`config.mk`:
```
export PLATFORM = sky130hd
export DESIGN_NAME = spi_packet_decoder
export DESIGN_NICKNAME = d
export VERILOG_FILES = /design/src/rtl/spi_packet_decoder.sv
export SDC_FILE = /design/constraint.sdc
export NUM_CORES = 1
export LEC_CHECK = 0
export BUFFER_PORTS_ARGS = -buffer_cell sky130_fd_sc_hd__clkbuf_2
export CAP_MARGIN = 20
export CORE_MARGIN = 4
export CORE_UTILIZATION = 64
export DETAILED_ROUTE_END_ITERATION = 8
export PLACE_DENSITY = 0.85
export SLEW_MARGIN = 20
export SYNTH_ARGS = -nofsm -noshare
export SYNTH_HDL_FRONTEND = slang
export SYNTH_SLANG_ARGS = --single-unit
```
`constraint.sdc`:
```
create_clock -name sysClk -period 7.3 [get_ports sysClk]
set_input_delay 1.46 -clock sysClk [delete_from_list [all_inputs] [get_ports sysClk]]
set_output_delay 1.46 -clock sysClk [all_outputs]
set_load 0.01 [all_outputs]
```
`src/rtl/spi_packet_decoder.sv`:
```
`default_nettype none
// ============================================================================
// Module   : spi_packet_decoder
// Purpose  : Interprets the SPI slave byte stream as 4-byte command packets
//            framed by an active-low chip-select. Holds a small register bank,
//            commits checked writes and feeds response bytes back to the
//            slave transmit path for READ and STATUS commands.
// Ports    : sysClk, reset (sync, active-high)
//            cs (active-low, pre-synchronised), rx_byte/rx_valid (from slave)
//            tx_byte/tx_load (to slave), data_out (last committed write),
//            cmd_done / frame_err (1-cycle strobes), status (sticky flags)
// Options  : SPI_DECODER_CHECKSUM_EN - when defined, byte 3 of a WRITE must
//            equal (b0+b1+b2) mod 256 for the write to commit.
// Revision : 1.0 - initial release
// ============================================================================
module spi_packet_decoder #(
    parameter int NUM_REGS  = 4,
    parameter int PKT_BYTES = 4
) (
    input  logic       sysClk,
    input  logic       reset,
    input  logic       cs,
    input  logic [7:0] rx_byte,
    input  logic       rx_valid,
    output logic [7:0] tx_byte,
    output logic       tx_load,
    output logic [7:0] data_out,
    output logic       cmd_done,
    output logic       frame_err,
    output logic [7:0] status
);

    localparam int c_AW = (NUM_REGS > 1) ? $clog2(NUM_REGS) : 1;

    localparam logic [1:0] c_OP_NOP    = 2'b00;
    localparam logic [1:0] c_OP_WRITE  = 2'b01;
    localparam logic [1:0] c_OP_READ   = 2'b10;
    localparam logic [1:0] c_OP_STATUS = 2'b11;

    // Byte-slot states are encoded as the index of the next byte expected,
    // so the last data slot is derived from the packet length.
    localparam logic [2:0] c_ST_IDLE = 3'd0;
    localparam logic [2:0] c_ST_B1   = 3'd1;
    localparam logic [2:0] c_ST_B2   = 3'd2;
    localparam logic [2:0] c_ST_B3   = 3'(PKT_BYTES - 1);
    localparam logic [2:0] c_ST_DONE = 3'd4;

    logic [2:0]      r_state;
    logic [2:0]      w_next;
    logic            r_cs_q;
    logic [7:0]      r_cmd;
    logic [7:0]      r_b1;
    logic [7:0]      r_b2;
    logic [7:0]      r_regs [NUM_REGS];
    logic            r_overrun;
    logic            r_frame_err_s;
    logic            r_csum_err_s;
    logic            r_last_ok;
    logic [7:0]      r_tx_byte;
    logic            r_tx_load;
    logic [7:0]      r_data_out;
    logic            r_cmd_done;
    logic            r_frame_err;

    logic            w_rx_ok;
    logic [7:0]      w_status;
    logic [1:0]      w_op;
    logic [c_AW-1:0] w_addr;
    logic [7:0]      w_sum;
    logic            w_cmpl_ok;
    logic            w_csum_ok;
    logic            w_pass;
    logic            w_tx_load;
    logic [7:0]      w_tx_byte;
    logic            w_cap_b0;
    logic            w_cap_b1;
    logic            w_cap_b2;
    logic            w_complete;
    logic            w_abort;
    logic            w_overrun_set;

    // A byte arriving in the same cycle that cs first rises is still taken;
    // the abort is then seen on the following cycle.
    assign w_rx_ok   = rx_valid && (!cs || !r_cs_q);
    assign w_status  = {4'b0000, r_overrun, r_frame_err_s, r_csum_err_s, r_last_ok};
    assign w_op      = r_cmd[7:6];
    assign w_addr    = r_cmd[c_AW-1:0];
    assign w_sum     = r_cmd + r_b1 + r_b2;
    assign w_cmpl_ok = (r_b2 == ~r_b1);

`ifdef SPI_DECODER_CHECKSUM_EN
    assign w_csum_ok = (rx_byte == w_sum);
`else
    logic w_unused_sum;
    assign w_unused_sum = ^w_sum;
    assign w_csum_ok    = 1'b1;
`endif

    // Only WRITE carries checked payload; other commands always pass.
    assign w_pass = (w_op != c_OP_WRITE) || (w_cmpl_ok && w_csum_ok);

    // ---------------------------------------------------------------- state
    always_ff @(posedge sysClk) begin
        if (reset) begin
            r_state <= c_ST_IDLE;
        end else begin
            r_state <= w_next;
        end
    end

    // ----------------------------------------------------------- next state
    always_comb begin
        w_next = r_state;
        case (r_state)
            c_ST_IDLE: if (rx_valid && !cs) w_next = c_ST_B1;
            c_ST_B1:   if (w_rx_ok) w_next = c_ST_B2;   else if (cs) w_next = c_ST_IDLE;
            c_ST_B2:   if (w_rx_ok) w_next = c_ST_B3;   else if (cs) w_next = c_ST_IDLE;
            c_ST_B3:   if (w_rx_ok) w_next = c_ST_DONE; else if (cs) w_next = c_ST_IDLE;
            c_ST_DONE: if (cs) w_next = c_ST_IDLE;
            default:   w_next = c_ST_IDLE;
        endcase
    end

    // -------------------------------------------------------------- outputs
    always_comb begin
        w_tx_load     = 1'b0;
        w_tx_byte     = r_tx_byte;
        w_cap_b0      = 1'b0;
        w_cap_b1      = 1'b0;
        w_cap_b2      = 1'b0;
        w_complete    = 1'b0;
        w_abort       = 1'b0;
        w_overrun_set = 1'b0;
        case (r_state)
            c_ST_IDLE: begin
                if (rx_valid && !cs) begin
                    w_cap_b0 = 1'b1;
                    // Command byte is not registered yet, so decode it live.
                    case (rx_byte[7:6])
                        c_OP_READ: begin
                            w_tx_load = 1'b1;
                            w_tx_byte = r_regs[rx_byte[c_AW-1:0]];
                        end
                        c_OP_STATUS: begin
                            w_tx_load = 1'b1;
                            w_tx_byte = w_status;
                        end
                        default: ;
                    endcase
                end
            end
            c_ST_B1: begin
                if (w_rx_ok) begin
                    w_cap_b1  = 1'b1;
                    w_tx_load = 1'b1;
                    case (w_op)
                        c_OP_READ:   w_tx_byte = ~r_regs[w_addr];
                        c_OP_STATUS: w_tx_byte = ~w_status;
                        default:     w_tx_byte = 8'h00;
                    endcase
                end else if (cs) begin
                    w_abort = 1'b1;
                end
            end
            c_ST_B2: begin
                if (w_rx_ok) begin
                    w_cap_b2  = 1'b1;
                    w_tx_load = 1'b1;
                    case (w_op)
                        c_OP_READ: w_tx_byte = w_status;
                        default:   w_tx_byte = 8'h00;
                    endcase
                end else if (cs) begin
                    w_abort = 1'b1;
                end
            end
            c_ST_B3: begin
                if (w_rx_ok)  w_complete = 1'b1;
                else if (cs)  w_abort    = 1'b1;
            end
            c_ST_DONE: begin
                if (w_rx_ok) w_overrun_set = 1'b1;
            end
            default: ;
        endcase
    end

    // ------------------------------------------------------------- datapath
    always_ff @(posedge sysClk) begin
        if (reset) begin
            r_cs_q        <= 1'b1;
            r_cmd         <= '0;
            r_b1          <= '0;
            r_b2          <= '0;
            for (int i = 0; i < NUM_REGS; i++) r_regs[i] <= '0;
            r_overrun     <= 1'b0;
            r_frame_err_s <= 1'b0;
            r_csum_err_s  <= 1'b0;
            r_last_ok     <= 1'b0;
            r_tx_byte     <= '0;
            r_tx_load     <= 1'b0;
            r_data_out    <= '0;
            r_cmd_done    <= 1'b0;
            r_frame_err   <= 1'b0;
        end else begin
            r_cs_q      <= cs;
            r_tx_load   <= w_tx_load;
            r_cmd_done  <= w_complete && w_pass;
            r_frame_err <= w_abort;
            if (w_tx_load) r_tx_byte <= w_tx_byte;
            if (w_cap_b0)  r_cmd     <= rx_byte;
            if (w_cap_b1)  r_b1      <= rx_byte;
            if (w_cap_b2)  r_b2      <= rx_byte;
            if (w_abort)   r_frame_err_s <= 1'b1;
            if (w_overrun_set) r_overrun <= 1'b1;
            if (w_complete) begin
                if (w_pass) begin
                    r_last_ok <= 1'b1;
                    if (w_op == c_OP_WRITE) begin
                        r_regs[w_addr] <= r_b1;
                        r_data_out     <= r_b1;
                    end
                    if (w_op == c_OP_STATUS) begin
                        r_overrun     <= 1'b0;
                        r_frame_err_s <= 1'b0;
                        r_csum_err_s  <= 1'b0;
                    end
                end else begin
                    r_last_ok    <= 1'b0;
                    r_csum_err_s <= 1'b1;
                end
            end
        end
    end

    assign tx_byte   = r_tx_byte;
    assign tx_load   = r_tx_load;
    assign data_out  = r_data_out;
    assign cmd_done  = r_cmd_done;
    assign frame_err = r_frame_err;
    assign status    = w_status;

endmodule
`default_nettype wire
```
==> reports/summary.txt <==
=====================================================================================
Outcome ................................................................    completed
GR Overflow Total ......................................................            0
Post-Synth Adder-Cell Area .............................................            0
PD cells ...............................................................   219 mW/mm2
Fin. Hold Viols ........................................................            0
Count of vias placed by the detailed router ............................         3044
Maximum operating frequency ............................................      299 MHz
Final critical-path share of the clock period ..........................        0.458
Clk slew on worst S/H paths ............................................        80 ps
Worst Path Arrival .....................................................      3410 ps
RSZ-0062 raised after global routing ...................................        false
Critical path required time ............................................      7360 ps
Cell count after synthesis .............................................          363
Post-CTS setup buffer count ............................................            0
Share of total power in the clock network ..............................        0.395
Ant. Diodes ............................................................            0
Number of buffers created by CTS .......................................            9
CP max stage cell ...................................................... sky130_fd_sc_hd__o21ai_0
First DRT Iteration DRCs ...............................................          337
Largest driver fanout on the critical path .............................            9
Gate power share .......................................................        0.084
CTS tree ...............................................................         done
WL final ...............................................................      9.15 mm
Number of global-route vias before repair ..............................         2952
Post-synthesis share of cell area spent on and, or, nand and nor gates .        0.169
Switching power as a share of total power ..............................        0.247
LEAKAGE ................................................................      1.71 nW
Via count normalized by instance count .................................         6.69
Pint ...................................................................       725 uW
Maximum number of pins on one net before global-route repair ...........           56
Area added between synthesis and finish ................................        7.99%
Cell repeated most along the worst path ................................ sky130_fd_sc_hd__clkbuf_2
Capturing point of the worst reg2reg path .............................. r_regs[3][5]
Max Slew Vio Count .....................................................            0
Syn Std Cell Area ......................................................  0.00407 mm2
CP max stage delay .....................................................       480 ps
Count of distinct cell types in the synthesized netlist ................           48
Post-cts gate resize count .............................................            0
Fraction of power consumed by sequential logic .........................        0.521
Worst slew pin tran ....................................................       803 ps
Min-Delay Path Depth ...................................................            2
GR met2 Demand/Resource ................................................        0.425
CTS root buffer ........................................................ sky130_fd_sc_hd__clkbuf_8
Placement-stage cell area ..............................................  0.00415 mm2
Fraction of met1 tracks used by global routing .........................        0.339
Clock tree skew after final layout .....................................      10.0 ps
Most Used Layer, Global Route ..........................................         met2
Capture endpoint of the worst hold path ................................   tx_byte[4]
Number of remaining DRC errors .........................................            0
Buffers on Ports .......................................................           34
R2R setup slack ........................................................      4450 ps
Class of the most critical hold timing path ............................   reg -> reg
Global Route Usage Sum .................................................        0.258
Cell count along the critical path .....................................            6
Placeable core region ..................................................  0.00606 mm2
Die span in x ..........................................................      87.8 um
Worst rel slew slack ...................................................        0.458
Fraction of layout cells with a size suffix above 1 ....................        0.226
Average wire per standard cell .........................................      20.1 um
MaxCap Viol Count ......................................................            0
Overall die area .......................................................  0.00770 mm2
Number of rows in the core area ........................................           28
Cell class contributing the biggest share of worst-path delay .......... simple AND/OR/NAND/NOR gates
Gpl congestion .........................................................        0.864
Final setup violation count ............................................            0
Multiplexer share of the synthesized area ..............................        0.138
Worst Hold Launch ......................................................   tx_byte[4]
Die Span Y .............................................................      87.8 um
Antenna violations before repair .......................................            0
Buffering stage count on the worst path with inverters included ........            2
Share of the yosys chip area belonging to registers ....................        0.477
Setup TNS after final layout ...........................................         0 ps
Drt first pass iters ...................................................            5
Worst Setup Path Type ..................................................    in -> reg
DP HPWL ................................................................      6.39 mm
Endpoint class of the critical path ....................................         flop
Met3 GRT Util ..........................................................       0.0489
Buffer depth of the longest clock path .................................            2
Net Switching ..........................................................       238 uW
Async SR Flop Fraction .................................................            0
Startpoint of the worst register-to-register path ......................      r_b1[5]
XOR/XNOR share of the synthesized area .................................       0.0215
Post-synthesis compound-gate area fraction .............................        0.129
Worst Slack Setup Final ................................................      3960 ps
Flip-flop and latch count after synthesis ..............................           81
Wire length of the first global-routing pass ...........................      15.2 mm
Largest family of logic cells by synthesized area ...................... simple AND/OR/NAND/NOR gates
Critical-path cell list ................................................ clkbuf_2 -> and4b_1 -> and4_1 -> nand4_1 -> o21ai_0 -> clkbuf_2
Average size of a mapped cell ..........................................     11.2 um2
Number of nets in the finished design ..................................          387
Post-route antenna net violation count .................................            0
Worst ir drop on vdd ...................................................   0.000144 V
Primary flip-flop cell chosen by synthesis mapping ..................... sky130_fd_sc_hd__dfxtp_1
Final critical-path required period ....................................      3340 ps
Number of synthesized flops with an enable pin .........................           32
Number of warnings reported in the yosys synthesis log .................            0
Worst slack on hold paths ..............................................       462 ps
Length in cells of the worst reg-to-reg path ...........................            4
Num Clock Sinks ........................................................           81
Startpoint type of the worst setup path ................................    input pin
I/O pin total ..........................................................           39
Final cell area excluding filler cells .................................  0.00440 mm2
DP Worst Slack .........................................................      3320 ps
H-tree levels ..........................................................            3
Clk_lat worst skew .....................................................       360 ps
Quantity of hold-fixing buffers added after cts ........................            0
Starting density of the core ...........................................        0.672
=====================================================================================
final cells by class:
type	instances	area (um2)
fill	400	1660
timing repair buffer	36	183
inverter	17	63.8
sequential	81	1940
tap	75	93.8
clock buffer	11	174
clock inverter	5	66.3
multi-input combinational	230	1880
cells in the final DEF (no fill, tap or decap), types with 5 or more instances in the layout:
cell,count
sky130_fd_sc_hd__clkbuf_2,35
sky130_fd_sc_hd__a211oi_1,9
sky130_fd_sc_hd__clkbuf_8,9
sky130_fd_sc_hd__o211a_1,8
sky130_fd_sc_hd__xor2_1,8
sky130_fd_sc_hd__o31ai_1,8
sky130_fd_sc_hd__nor3_1,11
sky130_fd_sc_hd__edfxtp_1,32
sky130_fd_sc_hd__dfxtp_1,49
sky130_fd_sc_hd__mux2i_1,20
sky130_fd_sc_hd__a21oi_1,21
sky130_fd_sc_hd__nand4_1,11
sky130_fd_sc_hd__inv_1,16
sky130_fd_sc_hd__and2_1,5
sky130_fd_sc_hd__nor4_1,15
sky130_fd_sc_hd__nor2_1,25
sky130_fd_sc_hd__nor4_2,10
sky130_fd_sc_hd__nand3b_1,6
sky130_fd_sc_hd__nand2_1,8
sky130_fd_sc_hd__mux4_2,16
synthesized netlist by cell type (all sizes together) (5+ instances only):
library cell	n	area share
a211oi	9	0.017
a21oi	21	0.026
and2	5	0.0077
buf	16	0.029
clkbuf	22	0.020
dfxtp	49	0.24
edfxtp	32	0.24
inv	16	0.015
mux2i	20	0.049
mux4	16	0.088
nand2	8	0.0074
nand3b	6	0.011
nand4	13	0.023
nor2	25	0.023
nor3	11	0.014
nor4	25	0.054
o211a	8	0.020
o31ai	10	0.021
xor2	8	0.017
state kept, by name, indices dropped and copies added (netlist names), named ones only:
name,flops
frame_err,1
r_b2,8
r_frame_err_s,1
tx_load,1
r_cs_q,1
r_state,3
r_overrun,1
r_csum_err_s,1
r_regs,32
r_last_ok,1
r_b1,8
cmd_done,1
tx_byte,8
data_out,8
r_cmd,4
per-layer routing:
metal / part of all wire / vias to the layer above / wire, um
met5: 0 / - / 0
met4: 0.026 / 0 / 235
met3: 0.070 / 22 / 637
met2: 0.49 / 130 / 4500
met1: 0.41 / 1490 / 3780
li1: - / 1402 / -
power by group through the flow:
stage,sequential [mW],clock (mW),combinational [mW]
after floorplan,0.504,0,0.0644
after global placement,0.510,0,0.0765
after detailed placement,0.512,0,0.0784
after CTS,0.501,0.381,0.0794
after global routing,0.504,0.405,0.0869
final,0.501,0.381,0.0804
logic make-up after synthesis:
kind of cell | Yosys count
xor gates and xnor gates | 10
buffers and inverters | 55
and+or+nand+nor | 109
AOI/OAI and AO/OA | 71
DFF | 81
other | 1
muxes | 36
worst max-delay path by stage:
stage	slack (ps)	from	end
2_1_floorplan	3820	rx_valid	r_regs[0][0]
4_1_cts	3690	rx_valid	r_regs[0][5]
5_1_grt	3760	rx_valid	r_regs[0][7]
6_report	3960	rx_valid	r_regs[2][2]
3_5_place_dp	3320	rx_valid	r_regs[2][5]
3_3_place_gp	3480	rx_valid	r_regs[0][7]
worst min-delay path, cell delays in order, from the launching register on:
cell	delay [ps]
sky130_fd_sc_hd__dfxtp_1	320
sky130_fd_sc_hd__inv_1	50
sky130_fd_sc_hd__a211oi_1	50
per-stage QoR:
| step | total power, mW | instances | util |
|---|---|---|---|
| after floorplan | 0.568 | 366 | - |
| after global placement | 0.586 | 438 | 0.685 |
| after detailed placement | 0.590 | 438 | 0.685 |
| after CTS | 0.961 | 454 | 0.725 |
| after global routing | 0.996 | 455 | 0.726 |
| final | 0.962 | 455 | 0.726 |
Power figures use the tool's default switching activity.
